**config.mk**
```make
export PLATFORM = sky130hd
export DESIGN_NAME = ifu_axi_rd_arb_flat
export DESIGN_NICKNAME = d
export VERILOG_FILES = /design/src/rtl/ifu_bus_pkg.sv /design/src/rtl/ifu_axi_rd_arb_if.sv /design/src/rtl/ifu_axi_rd_otcnt.sv /design/src/rtl/ifu_axi_rd_arb.sv /design/src/flat_wrapper.sv
export SDC_FILE = /design/constraint.sdc
export NUM_CORES = 1
export LEC_CHECK = 0
export CAP_MARGIN = 30
export CORE_AREA = 2 2 143 145
export CTS_CLUSTER_DIAMETER = 50
export DETAILED_ROUTE_END_ITERATION = 12
export DIE_AREA = 0 0 145 147
export PLACE_DENSITY = 0.65
export REMOVE_ABC_BUFFERS = 1
export SLEW_MARGIN = 20
export SYNTH_ARGS = -nofsm -noshare
export SYNTH_HDL_FRONTEND = slang
export SYNTH_SLANG_ARGS = --single-unit
```
**constraint.sdc**
```tcl
create_clock -name clk -period 1.75 [get_ports clk]
set_input_delay 0.35 -clock clk [delete_from_list [all_inputs] [get_ports clk]]
set_output_delay 0.35 -clock clk [all_outputs]
set_load 0.03 [all_outputs]
```
**src/rtl/ifu_bus_pkg.sv**
```systemverilog
// ifu_bus_pkg: types and constants shared by the IFU read-arbiter slice.
//   BUS_*_W      : bus widths the AR payload struct is built from
//   ARB_PORT_*   : routing-bit value for each requester (also the extra ARID MSB)
//   ar_payload_t : latched AR beat (id, addr, len, size, burst)
//   arb_state_e  : AR arbitration FSM states
package ifu_bus_pkg;

  localparam int unsigned BUS_ID_W   = 2;
  localparam int unsigned BUS_ADDR_W = 32;
  localparam int unsigned BUS_DATA_W = 64;

  localparam logic ARB_PORT_IFU = 1'b0;
  localparam logic ARB_PORT_LSU = 1'b1;

  typedef struct packed {
    logic [BUS_ID_W-1:0]   id;
    logic [BUS_ADDR_W-1:0] addr;
    logic [7:0]            len;
    logic [2:0]            size;
    logic [1:0]            burst;
  } ar_payload_t;

  typedef enum logic {
    ARB_IDLE,
    ARB_HOLD
  } arb_state_e;

endpackage

```
**src/rtl/ifu_axi_rd_arb_if.sv**
```systemverilog
// ifu_axi_rd_arb_if: AXI4 read address + read data channels.
//   AR: arid, araddr, arlen, arsize, arburst, arvalid (master->slave), arready (slave->master)
//   R : rid, rdata, rresp, rlast, rvalid (slave->master), rready (master->slave)
// modport master: the side issuing AR and sinking R.
// modport slave : the side accepting AR and returning R.
interface ifu_axi_rd_arb_if
  import ifu_bus_pkg::*;
#(
  parameter int unsigned ID_W   = BUS_ID_W,
  parameter int unsigned ADDR_W = BUS_ADDR_W,
  parameter int unsigned DATA_W = BUS_DATA_W
);

  logic [ID_W-1:0]   arid;
  logic [ADDR_W-1:0] araddr;
  logic [7:0]        arlen;
  logic [2:0]        arsize;
  logic [1:0]        arburst;
  logic              arvalid;
  logic              arready;

  logic [ID_W-1:0]   rid;
  logic [DATA_W-1:0] rdata;
  logic [1:0]        rresp;
  logic              rlast;
  logic              rvalid;
  logic              rready;

  modport master (
    output arid, araddr, arlen, arsize, arburst, arvalid, rready,
    input  arready, rid, rdata, rresp, rlast, rvalid
  );

  modport slave (
    input  arid, araddr, arlen, arsize, arburst, arvalid, rready,
    output arready, rid, rdata, rresp, rlast, rvalid
  );

endinterface

```
**src/rtl/ifu_axi_rd_otcnt.sv**
```systemverilog
// ifu_axi_rd_otcnt: per-port outstanding-burst counter, saturating at 0 and MAX_OUTS.
//   clk    in  clock
//   rst    in  synchronous active-high reset (count -> 0)
//   i_inc  in  AR beat accepted downstream for this port
//   i_dec  in  RLAST beat accepted for this port
//   o_full out count == MAX_OUTS, blocks new grants to this port
module ifu_axi_rd_otcnt #(
  parameter int unsigned MAX_OUTS = 4
) (
  input  logic clk,
  input  logic rst,
  input  logic i_inc,
  input  logic i_dec,
  output logic o_full
);

  localparam int unsigned CNT_W = $clog2(MAX_OUTS + 1);
  localparam logic [CNT_W-1:0] CNT_MAX = CNT_W'(MAX_OUTS);

  logic [CNT_W-1:0] r_cnt;
  logic [CNT_W-1:0] w_cnt_d;

  // Simultaneous inc and dec cancel out.
  always_comb begin
    w_cnt_d = r_cnt;
    if (i_inc && !i_dec && (r_cnt != CNT_MAX)) begin
      w_cnt_d = r_cnt + CNT_W'(1);
    end else if (i_dec && !i_inc && (r_cnt != '0)) begin
      w_cnt_d = r_cnt - CNT_W'(1);
    end
  end

  always_ff @(posedge clk) begin
    if (rst) begin
      r_cnt <= '0;
    end else begin
      r_cnt <= w_cnt_d;
    end
  end

  assign o_full = (r_cnt == CNT_MAX);

  // A response with nothing outstanding means the fabric misrouted or replayed a burst.
  a_no_underflow: assert property (@(posedge clk) disable iff (rst) !(i_dec && (r_cnt == '0)));
  a_no_overflow: assert property (@(posedge clk) disable iff (rst)
                                  !(i_inc && !i_dec && (r_cnt == CNT_MAX)));

endmodule

```
**src/rtl/ifu_axi_rd_arb.sv**
```systemverilog
// ifu_axi_rd_arb: shares one AXI4 read master between IFU fetch (port 0) and LSU/debug (port 1).
//   clk     in  clock, rising edge
//   rst     in  synchronous reset, active-high
//   s0_bus  slave  port 0 (IFU) AR in / R out, ID width ID_W
//   s1_bus  slave  port 1 (LSU) AR in / R out, ID width ID_W
//   m_bus   master downstream AR out / R in, ID width ID_W+1 ({port bit, source id})
// AR: round-robin grant from IDLE, payload latched and held in HOLD until m_arready.
// R : combinational steering by m_rid[ID_W]; per-port counters throttle at MAX_OUTS.
// ID_W/ADDR_W must match the package widths that size ar_payload_t.
module ifu_axi_rd_arb
  import ifu_bus_pkg::*;
#(
  parameter int unsigned ID_W     = BUS_ID_W,
  parameter int unsigned ADDR_W   = BUS_ADDR_W,
  parameter int unsigned DATA_W   = BUS_DATA_W,
  parameter int unsigned MAX_OUTS = 4
) (
  input  logic             clk,
  input  logic             rst,
  ifu_axi_rd_arb_if.slave  s0_bus,
  ifu_axi_rd_arb_if.slave  s1_bus,
  ifu_axi_rd_arb_if.master m_bus
);

  arb_state_e  r_state, w_state_d;
  logic        r_gnt;
  logic        r_rr_last;
  ar_payload_t r_payload;
  ar_payload_t w_pick_payload;

  logic              w_full0, w_full1;
  logic              w_elig0, w_elig1, w_any, w_pick;
  logic              w_ar_hs;
  logic              w_rport;
  logic              w_rlast_hs;
  logic [DATA_W-1:0] w_rdata;

  assign w_elig0 = s0_bus.arvalid && !w_full0;
  assign w_elig1 = s1_bus.arvalid && !w_full1;
  assign w_any   = w_elig0 || w_elig1;
  // Port 1 wins when it is the only candidate, or on a tie when port 0 was served last.
  assign w_pick  = w_elig1 && (!w_elig0 || (r_rr_last == ARB_PORT_IFU));

  always_comb begin
    w_state_d = r_state;
    case (r_state)
      ARB_IDLE: if (w_any) w_state_d = ARB_HOLD;
      ARB_HOLD: if (m_bus.arready) w_state_d = ARB_IDLE;
      default:  w_state_d = ARB_IDLE;
    endcase
  end

  always_comb begin
    if (w_pick) begin
      w_pick_payload.id    = s1_bus.arid;
      w_pick_payload.addr  = s1_bus.araddr;
      w_pick_payload.len   = s1_bus.arlen;
      w_pick_payload.size  = s1_bus.arsize;
      w_pick_payload.burst = s1_bus.arburst;
    end else begin
      w_pick_payload.id    = s0_bus.arid;
      w_pick_payload.addr  = s0_bus.araddr;
      w_pick_payload.len   = s0_bus.arlen;
      w_pick_payload.size  = s0_bus.arsize;
      w_pick_payload.burst = s0_bus.arburst;
    end
  end

  always_ff @(posedge clk) begin
    if (rst) begin
      r_state   <= ARB_IDLE;
      r_gnt     <= ARB_PORT_IFU;
      r_rr_last <= ARB_PORT_LSU;
      r_payload <= '0;
    end else begin
      r_state <= w_state_d;
      if ((r_state == ARB_IDLE) && w_any) begin
        r_gnt     <= w_pick;
        r_payload <= w_pick_payload;
      end
      if (w_ar_hs) begin
        r_rr_last <= r_gnt;
      end
    end
  end

  // AR downstream: payload comes only from the latch, so it is stable across backpressure.
  assign m_bus.arvalid = (r_state == ARB_HOLD);
  assign m_bus.arid    = {r_gnt, r_payload.id};
  assign m_bus.araddr  = ADDR_W'(r_payload.addr);
  assign m_bus.arlen   = r_payload.len;
  assign m_bus.arsize  = r_payload.size;
  assign m_bus.arburst = r_payload.burst;
  assign w_ar_hs       = m_bus.arvalid && m_bus.arready;

  // Source arready is a one-cycle pulse on the downstream handshake.
  assign s0_bus.arready = w_ar_hs && (r_gnt == ARB_PORT_IFU);
  assign s1_bus.arready = w_ar_hs && (r_gnt == ARB_PORT_LSU);

  // R path: zero-latency steer on the routing bit; gated in reset so all valid/ready read 0.
  assign w_rport = m_bus.rid[ID_W];
  assign w_rdata = m_bus.rdata;

  assign s0_bus.rvalid = !rst && m_bus.rvalid && (w_rport == ARB_PORT_IFU);
  assign s1_bus.rvalid = !rst && m_bus.rvalid && (w_rport == ARB_PORT_LSU);
  assign s0_bus.rid    = m_bus.rid[ID_W-1:0];
  assign s1_bus.rid    = m_bus.rid[ID_W-1:0];
  assign s0_bus.rdata  = w_rdata;
  assign s1_bus.rdata  = w_rdata;
  assign s0_bus.rresp  = m_bus.rresp;
  assign s1_bus.rresp  = m_bus.rresp;
  assign s0_bus.rlast  = m_bus.rlast;
  assign s1_bus.rlast  = m_bus.rlast;
  assign m_bus.rready  = !rst && ((w_rport == ARB_PORT_LSU) ? s1_bus.rready : s0_bus.rready);

  assign w_rlast_hs = m_bus.rvalid && m_bus.rready && m_bus.rlast;

  ifu_axi_rd_otcnt #(
    .MAX_OUTS(MAX_OUTS)
  ) u_otcnt0 (
    .clk   (clk),
    .rst   (rst),
    .i_inc (w_ar_hs && (r_gnt == ARB_PORT_IFU)),
    .i_dec (w_rlast_hs && (w_rport == ARB_PORT_IFU)),
    .o_full(w_full0)
  );

  ifu_axi_rd_otcnt #(
    .MAX_OUTS(MAX_OUTS)
  ) u_otcnt1 (
    .clk   (clk),
    .rst   (rst),
    .i_inc (w_ar_hs && (r_gnt == ARB_PORT_LSU)),
    .i_dec (w_rlast_hs && (w_rport == ARB_PORT_LSU)),
    .o_full(w_full1)
  );

endmodule
```
**src/flat_wrapper.sv**
```systemverilog
// flat-port wrapper written by rule: the top's interface ports become plain ports
module ifu_axi_rd_arb_flat import ifu_bus_pkg::*;
#(
  parameter int unsigned ID_W     = BUS_ID_W,
  parameter int unsigned ADDR_W   = BUS_ADDR_W,
  parameter int unsigned DATA_W   = BUS_DATA_W,
  parameter int unsigned MAX_OUTS = 4
)
  (clk, rst, s0_bus_arid, s0_bus_araddr, s0_bus_arlen, s0_bus_arsize, s0_bus_arburst, s0_bus_arvalid, s0_bus_rready, s0_bus_arready, s0_bus_rid, s0_bus_rdata, s0_bus_rresp, s0_bus_rlast, s0_bus_rvalid, s1_bus_arid, s1_bus_araddr, s1_bus_arlen, s1_bus_arsize, s1_bus_arburst, s1_bus_arvalid, s1_bus_rready, s1_bus_arready, s1_bus_rid, s1_bus_rdata, s1_bus_rresp, s1_bus_rlast, s1_bus_rvalid, m_bus_arid, m_bus_araddr, m_bus_arlen, m_bus_arsize, m_bus_arburst, m_bus_arvalid, m_bus_rready, m_bus_arready, m_bus_rid, m_bus_rdata, m_bus_rresp, m_bus_rlast, m_bus_rvalid);
  ifu_axi_rd_arb_if #(.ID_W(ID_W), .ADDR_W(ADDR_W), .DATA_W(DATA_W)) s0_bus_i ();
  ifu_axi_rd_arb_if #(.ID_W(ID_W), .ADDR_W(ADDR_W), .DATA_W(DATA_W)) s1_bus_i ();
  ifu_axi_rd_arb_if #(.ID_W(ID_W), .ADDR_W(ADDR_W), .DATA_W(DATA_W)) m_bus_i ();
  input  logic clk;
  input  logic rst;
  input wire logic [$bits(s0_bus_i.arid)-1:0] s0_bus_arid;
  input wire logic [$bits(s0_bus_i.araddr)-1:0] s0_bus_araddr;
  input wire logic [$bits(s0_bus_i.arlen)-1:0] s0_bus_arlen;
  input wire logic [$bits(s0_bus_i.arsize)-1:0] s0_bus_arsize;
  input wire logic [$bits(s0_bus_i.arburst)-1:0] s0_bus_arburst;
  input wire logic [$bits(s0_bus_i.arvalid)-1:0] s0_bus_arvalid;
  input wire logic [$bits(s0_bus_i.rready)-1:0] s0_bus_rready;
  output wire logic [$bits(s0_bus_i.arready)-1:0] s0_bus_arready;
  output wire logic [$bits(s0_bus_i.rid)-1:0] s0_bus_rid;
  output wire logic [$bits(s0_bus_i.rdata)-1:0] s0_bus_rdata;
  output wire logic [$bits(s0_bus_i.rresp)-1:0] s0_bus_rresp;
  output wire logic [$bits(s0_bus_i.rlast)-1:0] s0_bus_rlast;
  output wire logic [$bits(s0_bus_i.rvalid)-1:0] s0_bus_rvalid;
  input wire logic [$bits(s1_bus_i.arid)-1:0] s1_bus_arid;
  input wire logic [$bits(s1_bus_i.araddr)-1:0] s1_bus_araddr;
  input wire logic [$bits(s1_bus_i.arlen)-1:0] s1_bus_arlen;
  input wire logic [$bits(s1_bus_i.arsize)-1:0] s1_bus_arsize;
  input wire logic [$bits(s1_bus_i.arburst)-1:0] s1_bus_arburst;
  input wire logic [$bits(s1_bus_i.arvalid)-1:0] s1_bus_arvalid;
  input wire logic [$bits(s1_bus_i.rready)-1:0] s1_bus_rready;
  output wire logic [$bits(s1_bus_i.arready)-1:0] s1_bus_arready;
  output wire logic [$bits(s1_bus_i.rid)-1:0] s1_bus_rid;
  output wire logic [$bits(s1_bus_i.rdata)-1:0] s1_bus_rdata;
  output wire logic [$bits(s1_bus_i.rresp)-1:0] s1_bus_rresp;
  output wire logic [$bits(s1_bus_i.rlast)-1:0] s1_bus_rlast;
  output wire logic [$bits(s1_bus_i.rvalid)-1:0] s1_bus_rvalid;
  output wire logic [$bits(m_bus_i.arid)-1:0] m_bus_arid;
  output wire logic [$bits(m_bus_i.araddr)-1:0] m_bus_araddr;
  output wire logic [$bits(m_bus_i.arlen)-1:0] m_bus_arlen;
  output wire logic [$bits(m_bus_i.arsize)-1:0] m_bus_arsize;
  output wire logic [$bits(m_bus_i.arburst)-1:0] m_bus_arburst;
  output wire logic [$bits(m_bus_i.arvalid)-1:0] m_bus_arvalid;
  output wire logic [$bits(m_bus_i.rready)-1:0] m_bus_rready;
  input wire logic [$bits(m_bus_i.arready)-1:0] m_bus_arready;
  input wire logic [$bits(m_bus_i.rid)-1:0] m_bus_rid;
  input wire logic [$bits(m_bus_i.rdata)-1:0] m_bus_rdata;
  input wire logic [$bits(m_bus_i.rresp)-1:0] m_bus_rresp;
  input wire logic [$bits(m_bus_i.rlast)-1:0] m_bus_rlast;
  input wire logic [$bits(m_bus_i.rvalid)-1:0] m_bus_rvalid;
  assign s0_bus_i.arid = s0_bus_arid;
  assign s0_bus_i.araddr = s0_bus_araddr;
  assign s0_bus_i.arlen = s0_bus_arlen;
  assign s0_bus_i.arsize = s0_bus_arsize;
  assign s0_bus_i.arburst = s0_bus_arburst;
  assign s0_bus_i.arvalid = s0_bus_arvalid;
  assign s0_bus_i.rready = s0_bus_rready;
  assign s0_bus_arready = s0_bus_i.arready;
  assign s0_bus_rid = s0_bus_i.rid;
  assign s0_bus_rdata = s0_bus_i.rdata;
  assign s0_bus_rresp = s0_bus_i.rresp;
  assign s0_bus_rlast = s0_bus_i.rlast;
  assign s0_bus_rvalid = s0_bus_i.rvalid;
  assign s1_bus_i.arid = s1_bus_arid;
  assign s1_bus_i.araddr = s1_bus_araddr;
  assign s1_bus_i.arlen = s1_bus_arlen;
  assign s1_bus_i.arsize = s1_bus_arsize;
  assign s1_bus_i.arburst = s1_bus_arburst;
  assign s1_bus_i.arvalid = s1_bus_arvalid;
  assign s1_bus_i.rready = s1_bus_rready;
  assign s1_bus_arready = s1_bus_i.arready;
  assign s1_bus_rid = s1_bus_i.rid;
  assign s1_bus_rdata = s1_bus_i.rdata;
  assign s1_bus_rresp = s1_bus_i.rresp;
  assign s1_bus_rlast = s1_bus_i.rlast;
  assign s1_bus_rvalid = s1_bus_i.rvalid;
  assign m_bus_arid = m_bus_i.arid;
  assign m_bus_araddr = m_bus_i.araddr;
  assign m_bus_arlen = m_bus_i.arlen;
  assign m_bus_arsize = m_bus_i.arsize;
  assign m_bus_arburst = m_bus_i.arburst;
  assign m_bus_arvalid = m_bus_i.arvalid;
  assign m_bus_rready = m_bus_i.rready;
  assign m_bus_i.arready = m_bus_arready;
  assign m_bus_i.rid = m_bus_rid;
  assign m_bus_i.rdata = m_bus_rdata;
  assign m_bus_i.rresp = m_bus_rresp;
  assign m_bus_i.rlast = m_bus_rlast;
  assign m_bus_i.rvalid = m_bus_rvalid;
  ifu_axi_rd_arb #(.ID_W(ID_W), .ADDR_W(ADDR_W), .DATA_W(DATA_W), .MAX_OUTS(MAX_OUTS)) u_core (.clk(clk), .rst(rst), .s0_bus(s0_bus_i), .s1_bus(s1_bus_i), .m_bus(m_bus_i));
endmodule
```
==> run metrics, run 1 <==
status=finished clean; Setup crit start=u_core.m_bus.araddr[7]$_SDFFE_PP0P_; Syn Inst Count=456; reg2reg end=u_core.m_bus.araddr[26]$_SDFFE_PP0P_; sequential share of the synthesized area=0.306; CTS tree=yes; GRT Total Usage=0.209; reg2reg path depth=8; initial antenna violation count=1; Crit Path Max Fanout=2; Clock Latency Late Sink=0.31 ns; CTS Buffer Depth=2; Worst Path Arrival=1.37 ns; Die Height=147 um; worst vdd ir=0.314 mV; R2R Path Start=u_core.u_otcnt1.r_cnt[0]$_SDFFE_PP0P_; Sink Count=56; Port Buffers=150; number of synthesized register bits=56; Hold Startpoint=u_core.m_bus.araddr[1]$_SDFFE_PP0P_; fraction of layout cells with a size suffix above 1=0.165; Pre-antenna DRT Iters=4; Core Rows=52; CP delay by family, top=buffers and inverters; Final Max Slew Viols=0; most frequent cells in the layout=139 x clkdlybuf4s50_1, 91 x nand2_1, 55 x dfxtp_1, 54 x nor2_1, 24 x a311oi_2; grt ovf=0; ys flop type=dfxtp_1; Post-synth EDFFs=0; Worst EP required=around 1.4 ns; DIE AREA=21,300 um2; mean routed wirelength per cell=32.4 um; routed wire length=between 20 and 25 mm; number of diodes=0; routed via count=3,181; Routed Antenna Nets=0; Area Overhead vs Synth=33.9%; CP endpoint kind=output port; commonest non-fill, non-tap cell in the layout=clkdlybuf4s50_1; final setup vio count=0; hold worst-path end=u_core.m_bus.araddr[1]$_SDFFE_PP0P_; Yosys Warn Count=0; CTS buffer count=5; largest net degree at the start of global routing=44; Tmin final=1.72 ns; Pwr per Cell Area=785 nW/um2; Cell Chain, Critical Path=clkdlybuf4s50_1; htree depth=2; initial DRC count=around 180; critical path's largest stage delay=0.73 ns; DRC=0; first-pass GRT wire length=29.4 mm; Core Area=19,800 um2; vias in the first global route=2,941; total power=3.85 mW; CP max-delay cell=clkdlybuf4s50_1; hpwl dp=20.0 mm; Post-Synthesis Cell Area=3660 um2; library cells used by synthesis=31; Vias/cell=4.28; starting density of the core=0.184; fin crit share=0.983; CP startpoint kind=register; Die Wd=approximately 150 um; hold_ws=0.498 ns; skew final=0.00453 ns; # IOs=about 360; endpoints failing hold=0; WP buf/inv=1; cell count of the worst hold path=2; clk slew on worst S/H paths=0.08 ns; CTS root buf=clkbuf_16; leakage=1.87 nW; CP Class=reg -> out; f_max=just under 0.6 GHz; Maximum Capacitance Violations=0; Async SR Flop Fraction=0; Total Nets Final=647; Avg Inst Size Synth=8.03 um2; gpl congestion=0.855; Hold Path Class=reg -> reg; Worst R2R Setup Slack=0.05 ns; Hold Buf Count CTS=0
## per-layer routing
| metal | track usage | wire [um] | vias to the layer above | part of all wire |
|---|---|---|---|---|
| met2 | 0.334 | 11100 | 337 | 0.46 |
| met5 | 0.107 | 203 | - | 0.0084 |
| met1 | 0.155 | 6670 | 1419 | 0.28 |
| met4 | 0.0673 | 735 | 4 | 0.031 |
| met3 | 0.237 | 5390 | 26 | 0.22 |
| li1 | - | - | 1395 | - |
## registers in the layout, summed over array words and instances (netlist names)
name and flops:
u_core.m_bus.araddr 32, u_core.m_bus.arlen 8, u_core.m_bus.arsize 3, u_core.u_otcnt0.r_cnt 3
u_core.u_otcnt1.r_cnt 3, u_core.m_bus.arburst 2, u_core.m_bus.arid 2, u_core.m_bus.arvalid 1
u_core.r_gnt 1, u_core.r_rr_last 1
## area by class of cell
type,instances,area [um2]
Tap cell,270,338
Fill cell,2193,14900
Clock buffer,6,139
Inverter,5,18.8
Multi-Input combinational cell,228,1420
Clock inverter,2,10.0
Sequential cell,56,1120
Timing Repair Buffer,176,1850
## where the power goes
part | total (mW) | switching, mW | internal [mW]
logic | 1.30 | 0.664 | 0.633
registers | 1.46 | 0.0629 | 1.39
clock network | 1.10 | 0.530 | 0.569
## how the worst max path moves through the flow
stage                                                      end  slack (ns)  cells after the start
after floorplan           u_core.m_bus.araddr[15]$_SDFFE_PP0P_       -1.39                      6
after global placement     u_core.m_bus.arsize[1]$_SDFFE_PP0P_       -0.23                      6
after detailed placement    u_core.m_bus.arlen[1]$_SDFFE_PP0P_       -0.24                      6
after CTS                 u_core.m_bus.araddr[13]$_SDFFE_PP0P_       0.003                      7
after global routing       u_core.m_bus.araddr[0]$_SDFFE_PP0P_      -0.006                      8
final                                          m_bus_araddr[7]        0.03                      1
## cell families (layout without fill, tap and decap cells)
group / count (synthesis) / in the layout / synth area share
other: 1 / 2 / 0.00102
multiplexers: 1 / 1 / 0.00273
XOR/XNOR: 4 / 4 / 0.00957
buffers and inverters: 173 / 189 / 0.341
adder cells (fa/ha/maj): 4 / 4 / 0.0137
AO/OA/AOI/OAI: 58 / 58 / 0.158
flip-flops: 56 / 56 / 0.306
AND/OR/NAND/NOR: 159 / 159 / 0.168
## repair_timing
action | CTS | global route
endpoints found under the setup margin | 5 | 51
gates resized for setup | 5 | 29
pin swaps | 0 | 15
cloned | 0 | 5
buffers inserted | 0 | 5
## per-stage QoR
stage               utilization  setup slack [ns]  instances  TNS (ns)  instance area (um2)
CTS                       0.232           0.00273        733         0                 4600
floorplan                     -             -1.39        289    -65.02                 2430
finish                    0.247            0.0302        743         0                 4900
detailed placement        0.225            -0.236        725     -9.06                 4460
global route              0.247          -0.00618        743   -0.0172                 4900
global placement          0.225            -0.225        725     -9.35                 4460
## cell usage after synthesis, drive strengths merged, types with 2 or more instances
cell type / count / area (um2)
inv: 5 / 18.8
dfxtp: 56 / 1120
nand3: 2 / 10.0
a311oi: 47 / 487
ha: 4 / 50.1
nor2: 54 / 203
nand2: 97 / 364
xnor2: 2 / 17.5
and2: 2 / 12.5
clkbuf: 8 / 30.0
a21oi: 3 / 18.8
buf: 160 / 1200
a21boi: 2 / 18.8
xor2: 2 / 17.5
## worst register-to-register path, cell delays in order, from the launching register on
cell and delay, ns:
dfxtp_1 0.33, inv_1 0.05, ha_2 0.20, a21bo_4 0.24
a21oi_4 0.15, buf_4 0.14, buf_8 0.14, nand2_1 0.11
a311oi_2 0.26
(Power assumes the default switching activity.)
==> run 2: changes to the inputs <==
--- a/config.mk
+++ b/config.mk
@@ -5,7 +5,7 @@
 export SDC_FILE = /design/constraint.sdc
 export NUM_CORES = 1
 export LEC_CHECK = 0
-export CAP_MARGIN = 30
+export ABC_CLOCK_PERIOD_IN_PS = 1750
 export CORE_AREA = 2 2 143 145
 export CTS_CLUSTER_DIAMETER = 50
 export DETAILED_ROUTE_END_ITERATION = 12
==> results of run 2 <==
Final layout, timing and power as in run 1 (identical DEF).
